[src/rtl/config_chain_loader.sv]
// Loads a configuration scan chain one bit at a time from host words.
// Also returns the bits leaving the chain tail to the host as readback words.
module config_chain_loader #(
  parameter int WORD_W    = 32,
  parameter int CHAIN_LEN = 64,
  parameter int DIV       = 1,
  parameter int RD_EN     = 1
) (
  input  logic              Config_Clock,
  input  logic              Config_Reset,
  input  logic              start,
  input  logic              abort,
  output logic              busy,
  output logic              done,
  input  logic [WORD_W-1:0] wr_data,
  input  logic              wr_valid,
  output logic              wr_ready,
  output logic [WORD_W-1:0] rd_data,
  output logic              rd_valid,
  input  logic              rd_ready,
  output logic              cfg_data,
  output logic              cfg_shift_en,
  input  logic              cfg_return
);

  localparam int BL_W  = $clog2(CHAIN_LEN + 1);
  localparam int NB_W  = $clog2(WORD_W + 1);
  localparam int IDX_W = (WORD_W > 1) ? $clog2(WORD_W) : 1;
  localparam int DC_W  = (DIV > 1) ? $clog2(DIV) : 1;

  localparam logic [2:0] S_IDLE  = 3'd0;
  localparam logic [2:0] S_LOAD  = 3'd1;
  localparam logic [2:0] S_SHIFT = 3'd2;
  localparam logic [2:0] S_DRAIN = 3'd3;
  localparam logic [2:0] S_DONE  = 3'd4;

  logic [2:0]        state;
  logic [BL_W-1:0]   bits_left;
  logic [NB_W-1:0]   nbits;
  logic [IDX_W-1:0]  bit_idx;
  logic [DC_W-1:0]   div_cnt;
  logic [WORD_W-1:0] sreg;
  logic [WORD_W-1:0] rb;
  logic              strobe;

  assign strobe = (state == S_SHIFT) && (div_cnt == DC_W'(DIV - 1));

  // All outputs decode registered state only, so nothing combinational reaches the chain gate.
  assign busy         = (state != S_IDLE);
  assign done         = (state == S_DONE);
  assign wr_ready     = (state == S_LOAD);
  assign rd_valid     = (RD_EN != 0) && (state == S_DRAIN);
  assign rd_data      = rb;
  assign cfg_shift_en = strobe;
  assign cfg_data     = (state == S_SHIFT) && sreg[0];

  always_ff @(posedge Config_Clock) begin
    if (Config_Reset) begin
      state     <= S_IDLE;
      bits_left <= '0;
      nbits     <= '0;
      bit_idx   <= '0;
      div_cnt   <= '0;
      rb        <= '0;
    end else if (abort) begin
      state <= S_IDLE;
    end else begin
      case (state)
        S_IDLE: begin
          if (start) begin
            state     <= S_LOAD;
            bits_left <= BL_W'(CHAIN_LEN);
          end
        end
        S_LOAD: begin
          if (wr_valid) begin
            sreg    <= wr_data;
            nbits   <= (int'(bits_left) < WORD_W) ? NB_W'(bits_left) : NB_W'(WORD_W);
            rb      <= '0;
            bit_idx <= '0;
            div_cnt <= '0;
            state   <= S_SHIFT;
          end
        end
        S_SHIFT: begin
          if (strobe) begin
            // cfg_return is the tail bit before this edge shifts the chain.
            rb[bit_idx] <= cfg_return;
            sreg        <= sreg >> 1;
            bits_left   <= bits_left - BL_W'(1);
            nbits       <= nbits - NB_W'(1);
            bit_idx     <= bit_idx + IDX_W'(1);
            div_cnt     <= '0;
            if (nbits == NB_W'(1)) begin
              if (RD_EN != 0)                  state <= S_DRAIN;
              else if (bits_left == BL_W'(1))  state <= S_DONE;
              else                             state <= S_LOAD;
            end
          end else begin
            div_cnt <= div_cnt + DC_W'(1);
          end
        end
        S_DRAIN: begin
          if (rd_ready) state <= (bits_left == '0) ? S_DONE : S_LOAD;
        end
        S_DONE:  state <= S_IDLE;
        default: state <= S_IDLE;
      endcase
    end
  end

endmodule
[config.mk]
export PLATFORM = sky130hd
export DESIGN_NAME = config_chain_loader
export DESIGN_NICKNAME = d
export VERILOG_FILES = /design/src/rtl/config_chain_loader.sv
export SDC_FILE = /design/constraint.sdc
export NUM_CORES = 1
export LEC_CHECK = 0
export BUFFER_PORTS_ARGS = -buffer_cell sky130_fd_sc_hd__buf_2
export CAP_MARGIN = 20
export CORE_MARGIN = 1
export CORE_UTILIZATION = 60
export CTS_BUF_LIST = sky130_fd_sc_hd__clkbuf_16
export CTS_CLUSTER_DIAMETER = 50
export DETAILED_ROUTE_END_ITERATION = 8
export HOLD_SLACK_MARGIN = 0.02
export PLACE_DENSITY = 0.87
export SYNTH_ARGS = -nofsm -noshare
export SYNTH_HDL_FRONTEND = slang
export SYNTH_SLANG_ARGS = --single-unit
[constraint.sdc]
create_clock -name Config_Clock -period 7.78 [get_ports Config_Clock]
set_input_delay 1.556 -clock Config_Clock [delete_from_list [all_inputs] [get_ports Config_Clock]]
set_output_delay 1.556 -clock Config_Clock [all_outputs]
set_load 0.03 [all_outputs]
# Word-level counts from Yosys, hierarchy flattened
# Cells that the tools add are included.
# W data, S select, Z words.
dict set report word_totals {
  wordCells 70
  in_bits 39
  output_inout_bits 38
  register_bits 86
}
dict set report op_classes {
  reduce_logical 14
  add_sub_neg 4
  muxes 29
  bitwise 3
  eq_ne 10
  n_lt_le_gt_ge 3
}
# cell n
set op_table {}
lappend op_table {{$mux W32} 4}
lappend op_table {{$pmux W32 S2} 2}
lappend op_table {{$bwmux W32} 1}
lappend op_table {{$mux W3} 6}
lappend op_table {{$mux W6} 3}
lappend op_table {{$mux W7} 2}
lappend op_table {{$pmux W7 S2} 1}
lappend op_table {{$pmux W3 S4} 1}
lappend op_table {{$pmux W6 S2} 1}
lappend op_table {{$mux W5} 2}
lappend op_table {{$pmux W5 S2} 1}
lappend op_table {{$reduce_and A5 Y1} 2}
lappend op_table {{$reduce_and A4 Y1} 2}
lappend op_table {{$logic_not A7 Y1} 1}
lappend op_table {{$lt A7 B6 Y1 const B} 1}
lappend op_table {{$sub A7 B1 Y7 const B} 1}
lappend op_table {{$eq A3 B2 Y1 const B} 2}
lappend op_table {{$eq A6 B1 Y1 const B} 1}
lappend op_table {{$lt A5 B6 Y1 const B} 1}
lappend op_table {{$ne A2 B2 Y1 const B} 3}
lappend op_table {{$sub A6 B1 Y6 const B} 1}
lappend op_table {{$add A5 B1 Y5 const B} 1}
lappend op_table {{$demux W1 S5} 1}
lappend op_table {{$ge A5 B1 Y1 const B} 1}
lappend op_table {{other kinds (13)} 21}

# Logic depth before layout (Yosys ltp)
# Gate-level depths: netlist of run 1.
dict set report logic_depth {
  ltp_word 7
  mapped_depth 7
  ltp_nobuf 6
}

# Worst setup path before layout of run 1
# Ideal clock, no wire load.
dict set report synth_path {
  path_kind {in2reg}
  from {input port abort}
  to {register sreg[0], enable pin}
  setup_ns 0.421
  required_time_ns 7.359
  arrival_time_ns 3.516
  stages 4
  setup_slack_ns 3.843
  cell_sequence {nor2_1 o21ai_2 clkbuf_1 nor2_1}
}
dict set report synth_between {
  elab_chain_cells 2
}
# element line_no
set synth_rtl {}
lappend synth_rtl {{from (decl)} 12} ;# input logic abort,
lappend synth_rtl {{$not A1 Y1 (no line)} -}
lappend synth_rtl {{$reduce_and A5 Y1 (no line)} -}
lappend synth_rtl {{to (signal assigned)} 77} ;# sreg <= wr_data;
lappend synth_rtl {{to (signal assigned)} 89} ;# sreg <= sreg >> 1;
lappend synth_rtl {{to (decl)} 42} ;# logic [WORD_W-1:0] sreg;
# No other way between the ends.
# A chain may end at the register's enable or synchronous reset.

# Worst setup path after layout of run 1
dict set report layout_path {
  from {register state[1]}
  to {output port cfg_shift_en}
}
dict set report layout_between {
  elab_chain_cells 2
}
# element line_no
set layout_rtl {}
lappend layout_rtl {{from (decl)} 37} ;# logic [2:0] state;
lappend layout_rtl {{from (signal assigned)} 104} ;# if (rd_ready) state <= (bits_left == '0) ? S_DONE : S_LOAD;
lappend layout_rtl {{$eq A3 B2 Y1} 46} ;# assign strobe = (state == S_SHIFT) && (div_cnt == DC_W'(DIV - 1));
lappend layout_rtl {{$logic_and A1 B1 Y1} 46}
lappend layout_rtl {{to (decl)} 22} ;# output logic cfg_shift_en,
# No other way between the ends.

==> qor.txt, run 1 <==
Status - completed
Final core occ - 72.73%
Wire length on met3 - 673 um
Endpoint class of the critical path - primary output
Post-Synth Simple-Gate Area - 27.25%
Slowest cell on the critical path - dfxtp_1
Top Layer Used - met4
Final period utilization - 48.02%
Clock Sinks - 86
Count of cell types in the netlist - 51
All-Layer GR Usage - 27.52%
Pin count of the biggest net entering global routing - 71
Main combinational cell family by area after synthesis - simple AND/OR/NAND/NOR gates
GP Congestion - 0.8084
Synth Register Bits - 86
# hold bufs at CTS - 0
DR iter-0 viols - 268
Tot Pwr - 0.9973 mW
Share of post-route cells with drive strength above 1 - 19.42%
Die ar. - 7388 um^2
Initial Util - 62.25%
Compound-Gate Fraction of Synth Area - 13.79%
Hold WS - 0.4612 ns
Power density cells - 201.8 nW/um^2
Crit Path Class - reg -> out
Max-slew violations - 0
Site Rows - 30
Die height - 85.96 um
Postcts setup bufs - 0
Static Leakage - 2.174 nW
TNS Setup - 0 ns
Ys flop type - dfxtp_1
Max Clock Freq - 267.6 MHz
Mean Syn Cell Area - 8.561 um^2
Vias/cell - 5.842
Syn Std Cell Area - 4229 um^2
First-pass GRT wire length - 15.98 mm
CTS Buffer Depth - 2
Nets - 598
H-tree levels - 3
Worst Slack Setup Final - 4.044 ns
Main area contributors after synthesis - dfxtp_1 26%, edfxtp_1 23%, nand2_1 11%, a21oi_1 4.1%, nor2_1 3.7%
HPWL after DPL - 6.163 mm
Ys Warns - 0
Post-synthesis xor/xnor area fraction - 0.8284%
Async S/R FF share, synth - 0%
Routed Antenna Nets - 0
Post-synth top area cell - dfxtp_1
Met2 routed WL - 4.622 mm
RSZ-0062 raised after global routing - false
DRT Pass-1 Iters - 5
Slowest stage delay, CP - 0.62 ns
Post-Synthesis Cells - 494
Clock transition at path regs - 0.06 ns
Most common cell in the netlist - nand2_1
Hold Path Class - reg -> reg
Worst Path Max Fanout - 70
Critical path, cell by cell - or3b_2, buf_4, nor2_1, buf_2
Residual DRC - 0
DR WL/cell - 14.91 um
Ant diodes - 0
Worst EP arrival - 2.18 ns
Final-report setup violation count - 0
Buffers on Ports - 76
Maximum vdd drop - 120.5 uV
Chip width - 85.96 um
Layout Skew - 0.005936 ns
Clock Latency Late Sink - 0.34 ns
CP Buf/Inv Count - 2
Top post-synthesis cells by count - 124 x nand2_1, 54 x dfxtp_1, 42 x nor2_1, 35 x a21oi_1, 32 x edfxtp_1
Synth top area share - 25.56%
Vias in the first global route - 3444
Min cycle time layout - 3.736 ns
Root Buffer Master - clkbuf_16
Syn_nets - 541
Final std cells w/o fill - 652
Worst-margin pin slew - 0.8567 ns
Setup WS pre-CTS - 4.438 ns
CP top delay family - simple AND/OR/NAND/NOR gates
GRT Residual Overflow - 0
Worst rel slew slack - 42.88%
Placed cells - 636
Core area - 6794 um^2
Post-synthesis mux area share - 2.899%
Max-cap violations - 0
CTS tree - yes
Total wire length - 9.719 mm
Sequential cell area fraction in the yosys report - 48.28%
Initial antenna violation count - 0
Worst EP required - 6.22 ns
Layout area overhead - 16.83%
Final Cell Area - 4941 um^2
Setup crit start kind - flip-flop
I/O pin count - 77
M1 WL - 4.192 mm
Adder-Cell Fraction of Synth Area - 2.367%
Total CTS buffers - 9
CTS resizes - 0
EDFF count, synth - 32
Final Hold Viols - 0
Vias - 3809
Placed cell areas - 4618 um^2
==> power by group <==
group	total [mW]	internal, mW	switching [mW]
Clock	0.458	0.282	0.176
Sequential	0.476	0.472	0.00445
Combinational	0.0629	0.0234	0.0395
Total	0.997	0.777	0.220
==> tightest hold or removal path: cells and delay by family (launching register included) <==
kind	cells	cell delay, ns
and+or+nand+nor	1	0.05
muxes	1	0.06
DFF	1	0.31
==> layout by cell type (no fill, tap or decap), types with 2 or more instances in the layout <==
master,netlist,layout
and4b_1,2,2
nor3b_1,3,2
bufinv_16,0,2
and3_1,8,8
xor2_1,3,3
dfxtp_1,54,54
a21oi_1,35,35
or2_2,2,2
o21ai_1,10,10
a31oi_1,22,22
o21ai_0,3,3
buf_4,3,4
a2111oi_4,2,2
nor4_1,3,3
nand2b_1,2,2
edfxtp_1,32,32
nor2b_1,5,5
nand4_1,5,5
inv_1,12,12
nand2_1,124,124
nor2_1,42,41
a211oi_1,3,3
nand3_1,5,5
buf_2,8,76
o211ai_1,3,3
mux2i_1,10,10
nor3_1,27,27
clkbuf_16,0,9
or3_1,5,5
and2_1,3,3
nor3_2,2,2
nand3b_1,3,3
o21a_1,2,2
clkinv_4,0,2
ha_1,8,8
nor4bb_1,4,4
==> cell families (layout without fill, tap and decap cells) <==
group	Yosys count	count (layout)
compound gates	90	90
xor+xnor	4	4
flops	86	86
mux	11	11
buf+inv	46	108
fa+ha+maj	8	8
simple gates	249	249
==> metal layers <==
metal	track usage, %	vias up
met5	0	-
met4	14.70	0
met3	3.369	24
met2	44.08	162
met1	36.54	1785
li1	-	1838
==> path summary, 6_finish.rpt <==
check | startpoint | endpoint | slack (ns) | depth (start not counted)
worst min-delay path | rd_data[7] | rd_data[7] | 0.46 | 2
worst max register to register | state[1] | rd_data[15] | 5.53 | 4
worst max-delay path | state[1] | cfg_shift_en | 4.04 | 4
worst min register to register | rd_data[7] | rd_data[7] | 0.46 | 2
==> cell type report <==
cell class,instances,area [um^2]
sequential,86,2042
multi-input combinational,362,2001
fill,501,1853
timing repair buffer,80,410.4
clock buffer,9,225.2
tap,96,120.1
clock inverter,7,97.59
inverter,12,45.04
==> flip-flops by register name (all words and copies together) (netlist names) <==
signal / cells
sreg: 32
bit_idx: 5
state: 3
nbits: 6
rd_data: 32
bits_left: 7
div_cnt: 1
(Power assumes the default switching activity.)
==> inputs of run 2 (changes only) <==
--- a/config.mk
+++ b/config.mk
@@ -8,12 +8,12 @@
 export BUFFER_PORTS_ARGS = -buffer_cell sky130_fd_sc_hd__buf_2
 export CAP_MARGIN = 20
 export CORE_MARGIN = 1
-export CORE_UTILIZATION = 60
+export CORE_UTILIZATION = 56
 export CTS_BUF_LIST = sky130_fd_sc_hd__clkbuf_16
 export CTS_CLUSTER_DIAMETER = 50
 export DETAILED_ROUTE_END_ITERATION = 8
 export HOLD_SLACK_MARGIN = 0.02
-export PLACE_DENSITY = 0.87
+export PLACE_DENSITY = 0.82
 export SYNTH_ARGS = -nofsm -noshare
 export SYNTH_HDL_FRONTEND = slang
 export SYNTH_SLANG_ARGS = --single-unit
==> constraint.sdc (replaced) <==
create_clock -name Config_Clock -period 3.6 [get_ports Config_Clock]
set_input_delay 0.72 -clock Config_Clock [delete_from_list [all_inputs] [get_ports Config_Clock]]
set_output_delay 0.72 -clock Config_Clock [all_outputs]
set_load 0.03 [all_outputs]
==> run 2 against run 1 <==
Compared with the run above: combinational power increased by 120%; cell count is 0.61% higher; register-to-register slack lost 4.2 ns; critical endpoint unchanged; hold slack better by 0.0030 ns.
==> qor.txt, run 2 (same netlist as run 1, synthesis figures left out) <==
DR iter-0 viols - 252
Vias/cell - 5.785
Hold Path Sink - rd_data[5]
Vias - 3795
Postcts setup bufs - 0
CTS Buffer Depth - 2
Slowest cell on the critical path - dfxtp_1
Placed cell areas - 4629 um^2
Min cycle time layout - 2.713 ns
Vias in the first global route - 3340
Critical path, cell by cell - or3b_2, nor2_1, buf_2
HPWL after DPL - 6.258 mm
TNS Setup - 0 ns
Pin count of the biggest net entering global routing - 70
Site Rows - 31
Total wire length - 9.795 mm
Flop2flop setup slack - 1.29 ns
Commonest non-fill, non-tap cell in the layout - nand2_1
Status - completed
Final core occ - 68.00%
# hold bufs at CTS - 0
RSZ-0062 raised after global routing - false
Worst Path Max Fanout - 19
GP Congestion - 0.8577
Initial Util - 58.00%
Die ar. - 7903 um^2
Final period utilization - 75.36%
Worst EP arrival - 1.99 ns
Root Buffer Master - clkbuf_16
Share of post-route cells with drive strength above 1 - 19.75%
Core area - 7292 um^2
Worst Slack Setup Final - 0.8869 ns
Hold WS - 0.4643 ns
Initial antenna violation count - 0
I/O pin count - 77
Worst EP required - 2.88 ns
Nets - 599
Setup WS pre-CTS - 1.240 ns
Max-cap violations - 0
Routed Antenna Nets - 0
Ant diodes - 0
Layout area overhead - 17.25%
Maximum vdd drop - 276.9 uV
GRT Residual Overflow - 0
Worst hold path cell count - 2
Worst R2R End - rd_data[15]
Worst reg2reg path depth - 5
Buffers on Ports - 76
Max Clock Freq - 368.6 MHz
R2R Path Start - state[1]
HP Start - rd_data[5]
Most frequent cells in the layout - 124 x nand2_1, 76 x buf_2, 54 x dfxtp_1, 41 x nor2_1, 35 x a21oi_1
Setup crit start kind - flip-flop
Clock Sinks - 86
Power density cells - 438.8 nW/um^2
DR WL/cell - 14.93 um
# fillers - 613
Hold Path Class - reg -> reg
Static Leakage - 2.179 nW
Clock transition at path regs - 0.07 ns
Final Hold Viols - 0
Final-report setup violation count - 0
Chip width - 88.90 um
CTS resizes - 0
Die height - 88.90 um
Total CTS buffers - 9
Residual DRC - 0
Slowest stage delay, CP - 0.68 ns
Final Cell Area - 4959 um^2
Max-slew violations - 0
H-tree levels - 3
Endpoint class of the critical path - primary output
Worst-margin pin slew - 0.7972 ns
First-pass GRT wire length - 15.73 mm
Layout Skew - 0.009933 ns
CTS tree - yes
DRT Pass-1 Iters - 5
Crit Path Class - reg -> out
Clock Latency Late Sink - 0.33 ns
All-Layer GR Usage - 25.57%
Worst rel slew slack - 46.85%
==> run 2: changes by cell type in the layout (fill, tap and decap cells not counted) <==
cell / previous run / this run
inv_8: 0 / 1
clkinv_4: 2 / 1
clkinv_1: 1 / 0
clkinvlp_4: 1 / 2
buf_4: 4 / 5
==> run 2: layout make-up <==
| cell class | instances | area (um^2) | share of cell area [%] |
|---|---|---|---|
| Timing Repair Buffer | 81 | 417.9 | 8.428 |
| Clock inverter | 7 | 103.9 | 2.094 |
| Sequential cell | 86 | 2042 | 41.18 |
| Clock buffer | 9 | 225.2 | 4.542 |
| Multi-Input combinational cell | 362 | 2001 | 40.35 |
| Inverter | 12 | 45.04 | 0.9084 |
| Tap cell | 99 | 123.9 | 2.498 |
==> run 2: worst max-delay path: cells and delay by family, from the launching register on <==
family / cells / cell delay (ns)
AND/OR/NAND/NOR: 2 / 0.73
flip-flops: 1 / 0.68
buffers and inverters: 1 / 0.25
==> run 2: metrics by stage <==
step,instances,power [mW]
5_1_grt,656,2.239
3_3_place_gp,640,1.181
2_1_floorplan,494,1.139
6_report,656,2.176
4_1_cts,656,2.181
3_5_place_dp,640,1.185
==> run 2: metal layers <==
| layer | track usage, % | vias up | part of all wire (%) |
|---|---|---|---|
| met5 | 0 | - | 0 |
| met4 | 9.531 | 0 | 1.3 |
| li1 | - | 1838 | - |
| met3 | 4.155 | 13 | 8.0 |
| met1 | 35.46 | 1775 | 45 |
| met2 | 40.49 | 169 | 46 |
==> run 2: power breakdown <==
part	leakage [nW]	switching, mW	internal (mW)
clock	0.154	0.393	0.616
sequential	0.724	0.00977	1.02
combinational	1.30	0.0860	0.0514
total	2.18	0.489	1.69
==> run 2: worst max path at each step <==
stage / endpoint / slack, ns / from
finish: cfg_shift_en / 0.89 / state[1]
global route: cfg_shift_en / 0.85 / state[1]
CTS: cfg_shift_en / 0.93 / state[1]
detailed placement: rd_data[12] / 1.24 / wr_valid
global placement: rd_data[20] / 1.31 / wr_valid
floorplan: sreg[0] / 0.50 / abort
==> inputs of run 3 (changes only) <==
==> constraint.sdc (replaced) <==
create_clock -name Config_Clock -period 2.57 [get_ports Config_Clock]
set_input_delay 0.514 -clock Config_Clock [delete_from_list [all_inputs] [get_ports Config_Clock]]
set_output_delay 0.514 -clock Config_Clock [all_outputs]
set_load 0.03 [all_outputs]
==> run 3 against run 2 <==
Compared with the run above: clock power grew 29%; sequential power grew 40%; hold slack lost 0.022 ns; flip-flop and latch count is the same; clock-buffer cell count is the same; cell count grew 0.61%; total power grew 35%; register-to-register slack lost 0.78 ns; critical endpoint unchanged.
==> qor.txt, run 3 (same netlist as run 1, synthesis figures left out) <==
Status - completed
DR iter-0 viols - 222
Initial antenna violation count - 0
Residual DRC - 0
Setup WS pre-CTS - 0.3710 ns
Vias - 3736
Vias in the first global route - 3255
Endpoint class of the critical path - primary output
Worst Path Max Fanout - 14
Commonest non-fill, non-tap cell in the layout - nand2_1
All-Layer GR Usage - 24.96%
Hold Path Class - in -> reg
Die ar. - 7903 um^2
Wire length on met3 - 694 um
DRT Pass-1 Iters - 5
Worst-margin pin slew - 0.8375 ns
Most frequent cells in the layout - 124 x nand2_1, 76 x buf_2, 53 x dfxtp_1, 41 x nor2_1, 35 x a21oi_1
Final-report setup violation count - 0
Tot Pwr - 2.935 mW
Root Buffer Master - clkbuf_16
Pin count of the biggest net entering global routing - 38
Top Layer Used - met4
Maximum vdd drop - 368.8 uV
Initial Util - 58.00%
TNS Setup - 0 ns
GP Congestion - 0.8429
Total CTS buffers - 9
Final period utilization - 92.11%
Total wire length - 9.611 mm
Nets - 603
First-pass GRT wire length - 15.23 mm
H-tree levels - 3
GRT Residual Overflow - 0
Crit Path Class - reg -> out
Power density cells - 590.3 nW/um^2
Die height - 88.90 um
Layout area overhead - 17.57%
Multi-input gate area - 2001 um^2
M1 WL - 4.499 mm
Worst Slack Setup Final - 0.2028 ns
# hold bufs at CTS - 0
Min cycle time layout - 2.367 ns
Site Rows - 31
Clock Latency Late Sink - 0.33 ns
Clock Sinks - 86
Core area - 7292 um^2
Worst rel slew slack - 44.17%
Met2 routed WL - 4.339 mm
Worst EP arrival - 1.85 ns
Chip width - 88.90 um
RSZ-0062 raised after global routing - false
Placed cells - 644
Buffers on Ports - 76
DR WL/cell - 14.56 um
Hold WS - 0.4425 ns
Max-cap violations - 0
# fillers - 605
Share of post-route cells with drive strength above 1 - 20.32%
Routed Antenna Nets - 0
Vias/cell - 5.661
Layout Skew - 0.005120 ns
Max Clock Freq - 422.4 MHz
Static Leakage - 2.187 nW
Clock transition at path regs - 0.07 ns
CTS Buffer Depth - 2
Worst EP required - 2.06 ns
Final std cells w/o fill - 660
Ant diodes - 0
HPWL after DPL - 6.351 mm
I/O pin count - 77
Register area - 2043 um^2
Final Hold Viols - 0
CTS tree - yes
Setup crit start kind - flip-flop
Max-slew violations - 0
## run 3: final timing paths
| check | from | to | slack [ns] | cells after the start |
|---|---|---|---|---|
| setup reg to reg | state[1] | rd_data[1] | 0.51 | 4 |
| setup / recovery | state[0] | cfg_shift_en | 0.20 | 3 |
| hold reg to reg | rd_data[7] | rd_data[7] | 0.46 | 2 |
| hold / removal | wr_data[22] | sreg[22] | 0.44 | 3 |
## run 3: layer usage
layer | vias up | track usage (%)
met1 | 1739 | 35.34
met4 | 0 | 7.771
met3 | 9 | 4.894
li1 | 1845 | -
met2 | 143 | 38.74
met5 | - | 0
## run 3: layout make-up
class                   count  share of cell area [%]
clock buffers               9                   4.529
flip-flops and latches     86                   41.09
repair buffers             85                   9.260
well taps                  99                   2.491
multi-input cells         362                   40.24
inverters                  12                  0.9059
clock inverters             7                   1.485
## run 3: power breakdown
group | switching [mW] | leakage (nW) | internal, mW
sequential | 0.0132 | 0.725 | 1.43
combinational | 0.118 | 1.32 | 0.0743
clock | 0.546 | 0.140 | 0.756
## run 3: through the flow
step                utilization [%]  instance area [um^2]
floorplan                         -                  4232
global placement              64.07                  4672
detailed placement            64.07                  4672
CTS                           68.17                  4971
global route                  68.19                  4972
finish                        68.19                  4972
## run 3: what timing repair did
item / CTS / global route
setup endpoints to repair: 0 / 1
buffers inserted: 0 / 0
gates resized for setup: 0 / 1
hold endpoints to repair: 0 / 0
## run 3: worst max-delay path: stages, from the launching register on
cell and delay (ns):
dfxtp_1 0.45, or3b_2 0.65, nor2_1 0.17, buf_2 0.24
